<file path="src/rtl/tx_byte_sched.sv">
// Splits a capture word into byte groups, drops groups disabled by the SUMP flags and paces
// the remaining bytes to a UART transmitter through its ready handshake.
module tx_byte_sched #(
  parameter int unsigned GRPS = 4,
  parameter int unsigned GAP  = 1
) (
  input  logic              clk_i,
  input  logic              rst_in,
  input  logic              clr_i,
  input  logic [GRPS-1:0]   flgs_i,
  input  logic              word_stb_i,
  input  logic [8*GRPS-1:0] word_i,
  output logic              word_rdy_o,
  input  logic              uart_rdy_i,
  output logic              byte_stb_o,
  output logic [7:0]        byte_o,
  output logic              busy_o
);

  localparam int unsigned IW = (GRPS > 1) ? $clog2(GRPS) : 1;
  localparam int unsigned GW = (GAP > 1) ? $clog2(GAP) : 1;

  typedef enum logic [1:0] {StIdle, StSend, StGap} state_e;

  state_e              state_q, state_d;
  logic [IW-1:0]       idx_q, idx_d;
  logic [GW-1:0]       gap_q, gap_d;
  logic [8*GRPS-1:0]   word_q, word_d;
  logic [GRPS-1:0]     mask_q, mask_d;
  logic                stb_q, stb_d;
  logic [7:0]          byte_q, byte_d;

  logic                advance;
  logic                last;
  logic [IW-1:0]       nidx;

  // The strobe register is loaded on the edge that enters the strobe cycle, so the send
  // decision for a group is taken on the edge that selects it (accept, skip or end of gap).
  always_comb begin
    state_d = state_q;
    idx_d   = idx_q;
    gap_d   = gap_q;
    word_d  = word_q;
    mask_d  = mask_q;
    stb_d   = 1'b0;
    byte_d  = byte_q;
    advance = 1'b0;
    last    = (idx_q == IW'(GRPS - 1));
    nidx    = idx_q + IW'(1);

    unique case (state_q)
      StIdle: begin
        if (word_stb_i) begin
          word_d  = word_i;
          mask_d  = flgs_i;
          idx_d   = '0;
          state_d = StSend;
          if (!flgs_i[0] && uart_rdy_i) begin
            stb_d  = 1'b1;
            byte_d = word_i[7:0];
          end
        end
      end
      StSend: begin
        if (stb_q) begin
          state_d = StGap;
          gap_d   = '0;
        end else if (mask_q[idx_q]) begin
          advance = 1'b1;
        end else if (uart_rdy_i) begin
          stb_d  = 1'b1;
          byte_d = word_q[{idx_q, 3'b000} +: 8];
        end
      end
      StGap: begin
        if (gap_q == GW'(GAP - 1)) begin
          advance = 1'b1;
        end else begin
          gap_d = gap_q + GW'(1);
        end
      end
      default: state_d = StIdle;
    endcase

    if (advance) begin
      if (last) begin
        state_d = StIdle;
        idx_d   = '0;
      end else begin
        state_d = StSend;
        idx_d   = nidx;
        if (!mask_q[nidx] && uart_rdy_i) begin
          stb_d  = 1'b1;
          byte_d = word_q[{nidx, 3'b000} +: 8];
        end
      end
    end

    if (clr_i) begin
      state_d = StIdle;
      idx_d   = '0;
      gap_d   = '0;
      stb_d   = 1'b0;
      byte_d  = byte_q;
    end
  end

  always_ff @(posedge clk_i or negedge rst_in) begin
    if (!rst_in) begin
      state_q <= StIdle;
      idx_q   <= '0;
      gap_q   <= '0;
      word_q  <= '0;
      mask_q  <= '0;
      stb_q   <= 1'b0;
      byte_q  <= 8'h00;
    end else begin
      state_q <= state_d;
      idx_q   <= idx_d;
      gap_q   <= gap_d;
      word_q  <= word_d;
      mask_q  <= mask_d;
      stb_q   <= stb_d;
      byte_q  <= byte_d;
    end
  end

  assign word_rdy_o = (state_q == StIdle) && !clr_i;
  assign byte_stb_o = stb_q && !clr_i;
  assign byte_o     = byte_q;
  assign busy_o     = (state_q != StIdle);

endmodule

</file>
<file path="config.mk">
export PLATFORM = sky130hd
export DESIGN_NAME = tx_byte_sched
export DESIGN_NICKNAME = d
export VERILOG_FILES = /design/src/rtl/tx_byte_sched.sv
export SDC_FILE = /design/constraint.sdc
export NUM_CORES = 1
export LEC_CHECK = 0
export BUFFER_PORTS_ARGS = -buffer_cell sky130_fd_sc_hd__buf_2
export CAP_MARGIN = 30
export CORE_ASPECT_RATIO = 0.75
export CORE_MARGIN = 2
export CORE_UTILIZATION = 60
export CTS_CLUSTER_DIAMETER = 60
export DETAILED_ROUTE_END_ITERATION = 8
export GPL_ROUTABILITY_DRIVEN = 0
export HOLD_SLACK_MARGIN = 0.06
export PLACE_DENSITY = 0.89
export SLEW_MARGIN = 25
export SYNTH_ARGS = -nofsm -noshare
export SYNTH_HDL_FRONTEND = slang
export SYNTH_SLANG_ARGS = --single-unit
</file>
<file path="constraint.sdc">
create_clock -name clk_i -period 6.3 [get_ports clk_i]
set_input_delay 0.945 -clock clk_i [delete_from_list [all_inputs] [get_ports clk_i]]
set_output_delay 0.945 -clock clk_i [all_outputs]
set_load 0.03 [all_outputs]
</file>
* After elaboration in Yosys (flattened, before gate mapping)
Cells that the tools add are included.
** Storage, ports and cells
- Register bits after elaboration :: 50
- Bits in latches :: 0
- Bits in writable memories :: 0
- Memory bits (read-only) :: 0
- Input bits :: 41
- Output and inout port bits :: 11
- Logic and storage cells :: 78
- Memories :: 0
** Cells by class
- Add/sub/neg operators :: 2
- Multiply operators :: 0
- Div/mod/pow operators :: 0
- Magnitude comparators :: 2
- Equality and inequality tests :: 7
- Shift-type cells :: 2
- Multiplexer cells :: 42
- Bitwise logic cells :: 0
- Reduce and logical (&&, ||, !) cells :: 16
** Operators by type and width (number)
- 2-to-1 mux 8 bit :: 8
- indexed part select 32 x 6 -> 8 bit :: 2
- 2-to-1 mux 1 bit :: 18
- 2-to-1 mux 2 bit :: 9
- one-hot mux 8 bit (2 select lines) :: 1
- nonzero test 3 bit :: 3
- inequality test 4 bit (second input constant) :: 2
- < comparator 2 x 3 -> 1 bit (second input constant) :: 2
- inequality test 3 bit (second input constant) :: 2
- one-hot mux 1 bit (2 select lines) :: 3
- one-hot mux 2 bit (3 select lines) :: 1
- AND reduction 2 bit :: 3
- binary-select mux 1 bit (select 2 bit) :: 2
- == test 2 bit (second input constant) :: 2
- logical AND 1 bit :: 4
- zero test 1 bit :: 3
- AND reduction 3 bit :: 1
- adder 2 x 1 -> 2 bit (second input constant) :: 1
- == test 2 x 1 -> 1 bit (second input constant) :: 1
- zero test 2 bit :: 1
- nonzero test 2 bit :: 1
- adder 1 bit (second input constant) :: 1

* Longest topological paths before layout
- Depth after elaboration :: 9
- Gate-level depth with buffers :: 8
- Depth with buffers taken out :: 7

* Worst setup path after synthesis
OpenSTA, ideal clock, no wires.
- Path kind :: input to output
- Start point :: input clr_i
- End point :: output byte_stb_o
- Arrival :: 1.496 ns
- Required time :: 5.355 ns
- Slack :: 3.859 ns
- Stages :: 2
- Path buffers :: 1
- Path through :: buf_4 > nor2_1
** Between the ends
- Longest elaborated chain between the ends :: 2
** Ends and longest elaborated chain
- start, declared :: line 9 : input logic clr_i,
- zero test 1 bit :: line 129 : assign byte_stb_o = stb_q && !clr_i;
- logical AND 1 bit :: line 129
- end, declared :: line 15 : output logic byte_stb_o,
Every way passes these cells.

* Final worst setup path
- Start point :: register idx_q[1]
- End point :: register byte_q[5] (netlist: byte_o[5])
** Between the ends
- Longest elaborated chain between the ends :: 8
- Elaborated cells on any way between the ends :: 20
- Classes of those cells :: add/sub (1); eq/ne (1); shift (2); mux (14); reduce/logical (2)
** Ends and longest elaborated chain
- start, declared :: line 26 : logic [IW-1:0] idx_q, idx_d;
- start signal, assigned :: line 119 : idx_q <= idx_d;
- indexed part select 32 x 6 -> 8 bit (tied with other cells) :: line 72 : byte_d = word_q[{idx_q, 3'b000} +: 8];
- 2-to-1 mux 8 bit (tied with other cells) :: line 70 : end else if (uart_rdy_i) begin
- 2-to-1 mux 8 bit or 2-to-1 mux 1 bit (tied branches) :: line 68, 92
- 2-to-1 mux 8 bit or zero test 1 bit (tied branches) :: line 65, 92
- one-hot mux 8 bit (2 select lines) or logical AND 1 bit (tied branches) :: line 51, 92
- 2-to-1 mux 8 bit :: line 92 : if (!mask_q[nidx] && uart_rdy_i) begin
- 2-to-1 mux 8 bit :: line 86 : if (last) begin
- 2-to-1 mux 8 bit * :: line 85 : if (advance) begin
- end signal, assigned :: line 124 : byte_q <= byte_d;
- end, declared :: line 31 : logic [7:0] byte_q, byte_d;
Every way passes the cells marked *; elsewhere a longest branch is shown, timed or not. The select of a mux whose other input is x is not followed.
A chain may end at the register's enable or synchronous reset.

==> out/metrics.yaml <==
ys_types: 38
drv_slew: 0
synth.area.top_cells: "dfrtp_1, mux2_2, mux4_1"
cts-hold-fix-buffers: 0
start_kind: "flip-flop"
drt-pass1-iter-count: 5
drive_gt1_share_pct: 41.5
syn_nets: 274
fin_crit_ns: 3.16
grt_pass1_vias: 2201
die_area_sq_um: 5470
synthCells: 227
critPathArrivalTime_ns: 3.34
die-height_um: 64.5
criticalPathCategory: "reg -> reg"
synth_area_leader_cell: "dfrtp_1"
wl_per_cell_um: 19.2
rows: 21
postCtsSetupRepairBufs: 0
drc: 0
h-tree-depth: 2
synth_area_per_cell_sq_um: 12.9
wl_um: 6320
cp_max_fo: 17
areaGrowthSynthToFinish_pct: 12.5
fmax_ghz: 0.316
cts_tree: "yes"
worstPathRequired_ns: 6.48
antenna_found_initial: 0
cts_inserted_buffers: 5
hold_start: "word_q[7]$_DFFE_PN0P_"
ys_warn_count: 0
grt_pass1_wl_um: 10700
cts.path.max_buffers: 2
ys_async_sr_fraction_pct: 100
total_power_mw: 1.48
relSlewSlack_pct: 56.6
io_buffers: 51
setup_tns_ns: 0
hold_end: "word_q[7]$_DFFE_PN0P_"
ir_drop_v: 0.000257
end_kind: "flip-flop"
grt.total_usage_pct: 25.3
maxCapViolCount: 0
finalSetupViolations: 0
io_pins: 52
cts_resized: 0
nNetsFinal: 318
p_leak_nw: 1.34
final_cell_count_no_fill: 329
dp_hpwl_um: 4280
die_w_um: 84.7
overflow: 0
synth_top_area_share_pct: 41.8
finalHoldViolCount: 0
ys.flop_type: "dfrtp_1"
grt_max_degree: 50
ys_ff_latch: 49
drtAntennaViolNets: 0
cts_root_buf: "clkbuf_8"
status: "finished, final reports clean"
initial_core_util_pct: 64.1
antennaDiodeCount: 0
cts.sinks: 49
dp.cells: 321
cts.clk_slew.worst_paths_ns: 0.09
ys_seq_area_share_pct: 41.8
r2r-start: "idx_q[1]$_DFFE_PN0P_"
synth_edf_count: 0
pwr_density_cell_nw_per_um2: 449
clkLatencyLatePin_ns: 0.31
reg2reg_slack_ns: 3.14
r2r_cells: 6
coreArea_sq_um: 4570
drtIter0Drc: 198
nFillCells: 343
viasPerCell: 6.59
synth_area_sq_um: 2930
reg2reg_to: "byte_o[5]$_DFFE_PN0N_"
rsz0062_at_grt: "no"
clock_skew_ns: 0.00506
worstMarginPinSlew_ns: 0.649
via_count: 2167
period_share_pct: 50.2
hold_class: "reg -> reg"
min_path_cells: 1
[sequential cells by signal, summed over array words and instances, names as in the netlist]
register / count
idx_q: 2
state_q: 2
mask_q: 4
stb_q: 1
word_q: 32
byte_o: 8
[logic make-up after synthesis]
family | Yosys count | synth area share [%]
AOI/OAI and AO/OA | 53 | 12.5
muxes | 56 | 29.0
DFF | 49 | 41.8
and+or+nand+nor | 43 | 10.5
adders and majority gates | 6 | 2.56
buffers and inverters | 20 | 3.71
[worst max-delay path: stages (launching register included)]
cell	delay, ns
dfrtp_1	0.63
ha_1	0.78
mux4_2	0.58
nor3b_2	0.26
nand4_4	0.32
o31ai_1	0.38
a31oi_1	0.09
[per-layer routing]
metal,GRT usage [%],vias up,wire length (um)
met1,35.4,1081,2720
met4,6.55,0,93
met3,5.73,11,385
met5,0,-,0
li1,-,977,-
met2,40.7,98,3130
[worst max path at each step]
stage                               from               endpoint  slack (ns)  cells after the start
floorplan                          clr_i             byte_stb_o        3.86                      2
global placement    idx_q[0]$_DFFE_PN0P_  byte_o[0]$_DFFE_PN0N_        3.11                      6
detailed placement  idx_q[0]$_DFFE_PN0P_  byte_o[5]$_DFFE_PN0N_        2.92                      6
CTS                 idx_q[0]$_DFFE_PN0P_  byte_o[5]$_DFFE_PN0N_        2.89                      6
global route        idx_q[0]$_DFFE_PN0P_  byte_o[4]$_DFFE_PN0N_        3.02                      6
finish              idx_q[1]$_DFFE_PN0P_  byte_o[5]$_DFFE_PN0N_        3.14                      6
[cell usage in the layout (no fill, tap or decap), drive strengths merged, types with 2 or more instances in the layout]
master  count
a211oi      8
a21oi       5
a31oi       9
and3        9
buf        53
clkbuf      6
dfrtp      49
ha          6
inv         4
mux2       37
mux2i       2
mux4       17
nand2       3
nand2b      9
nand4       2
nor2        3
nor3b      10
o211ai      2
o21a        8
o21ai       9
o31ai       9
[per-stage QoR]
stage	util, %	hold slack [ns]	area (sq um)	setup slack (ns)
floorplan	-	0.488	2930	3.86
finish	72.2	0.531	3300	3.14
CTS	72.1	0.536	3300	2.89
detailed placement	69.7	0.510	3190	2.92
global route	72.2	0.559	3300	3.02
global placement	69.5	0.504	3180	3.11
[final cells by class]
cell class / instances / area, sq um / area share [%]
Clock buffer: 6 / 72.6 / 2.20
Clock inverter: 2 / 38.8 / 1.18
Inverter: 4 / 15.0 / 0.455
Multi-Input combinational cell: 158 / 1600 / 48.5
Sequential cell: 49 / 1230 / 37.2
Tap cell: 57 / 71.3 / 2.16
Timing Repair Buffer: 53 / 273 / 8.27
[synth_stat cells, drive strengths merged (2+ instances only)]
| master | count |
|---|---|
| clkbuf | 4 |
| nand4 | 2 |
| inv | 4 |
| nor3b | 10 |
| a31oi | 9 |
| mux2 | 37 |
| mux4 | 17 |
| dfrtp | 49 |
| buf | 12 |
| o211ai | 2 |
| mux2i | 2 |
| and3 | 9 |
| o21ai | 9 |
| ha | 6 |
| nor2 | 3 |
| o31ai | 9 |
| a211oi | 8 |
| nand2 | 3 |
| o21a | 8 |
| a21oi | 5 |
| nand2b | 9 |
[report_power, final]
| group | internal, mW | switching (mW) | leakage, nW |
|---|---|---|---|
| sequential | 0.461 | 0.120 | 0.569 |
| combinational | 0.352 | 0.318 | 0.711 |
| clock | 0.119 | 0.110 | 0.0554 |
| total | 0.933 | 0.548 | 1.34 |
Power figures use the tool's default switching activity.
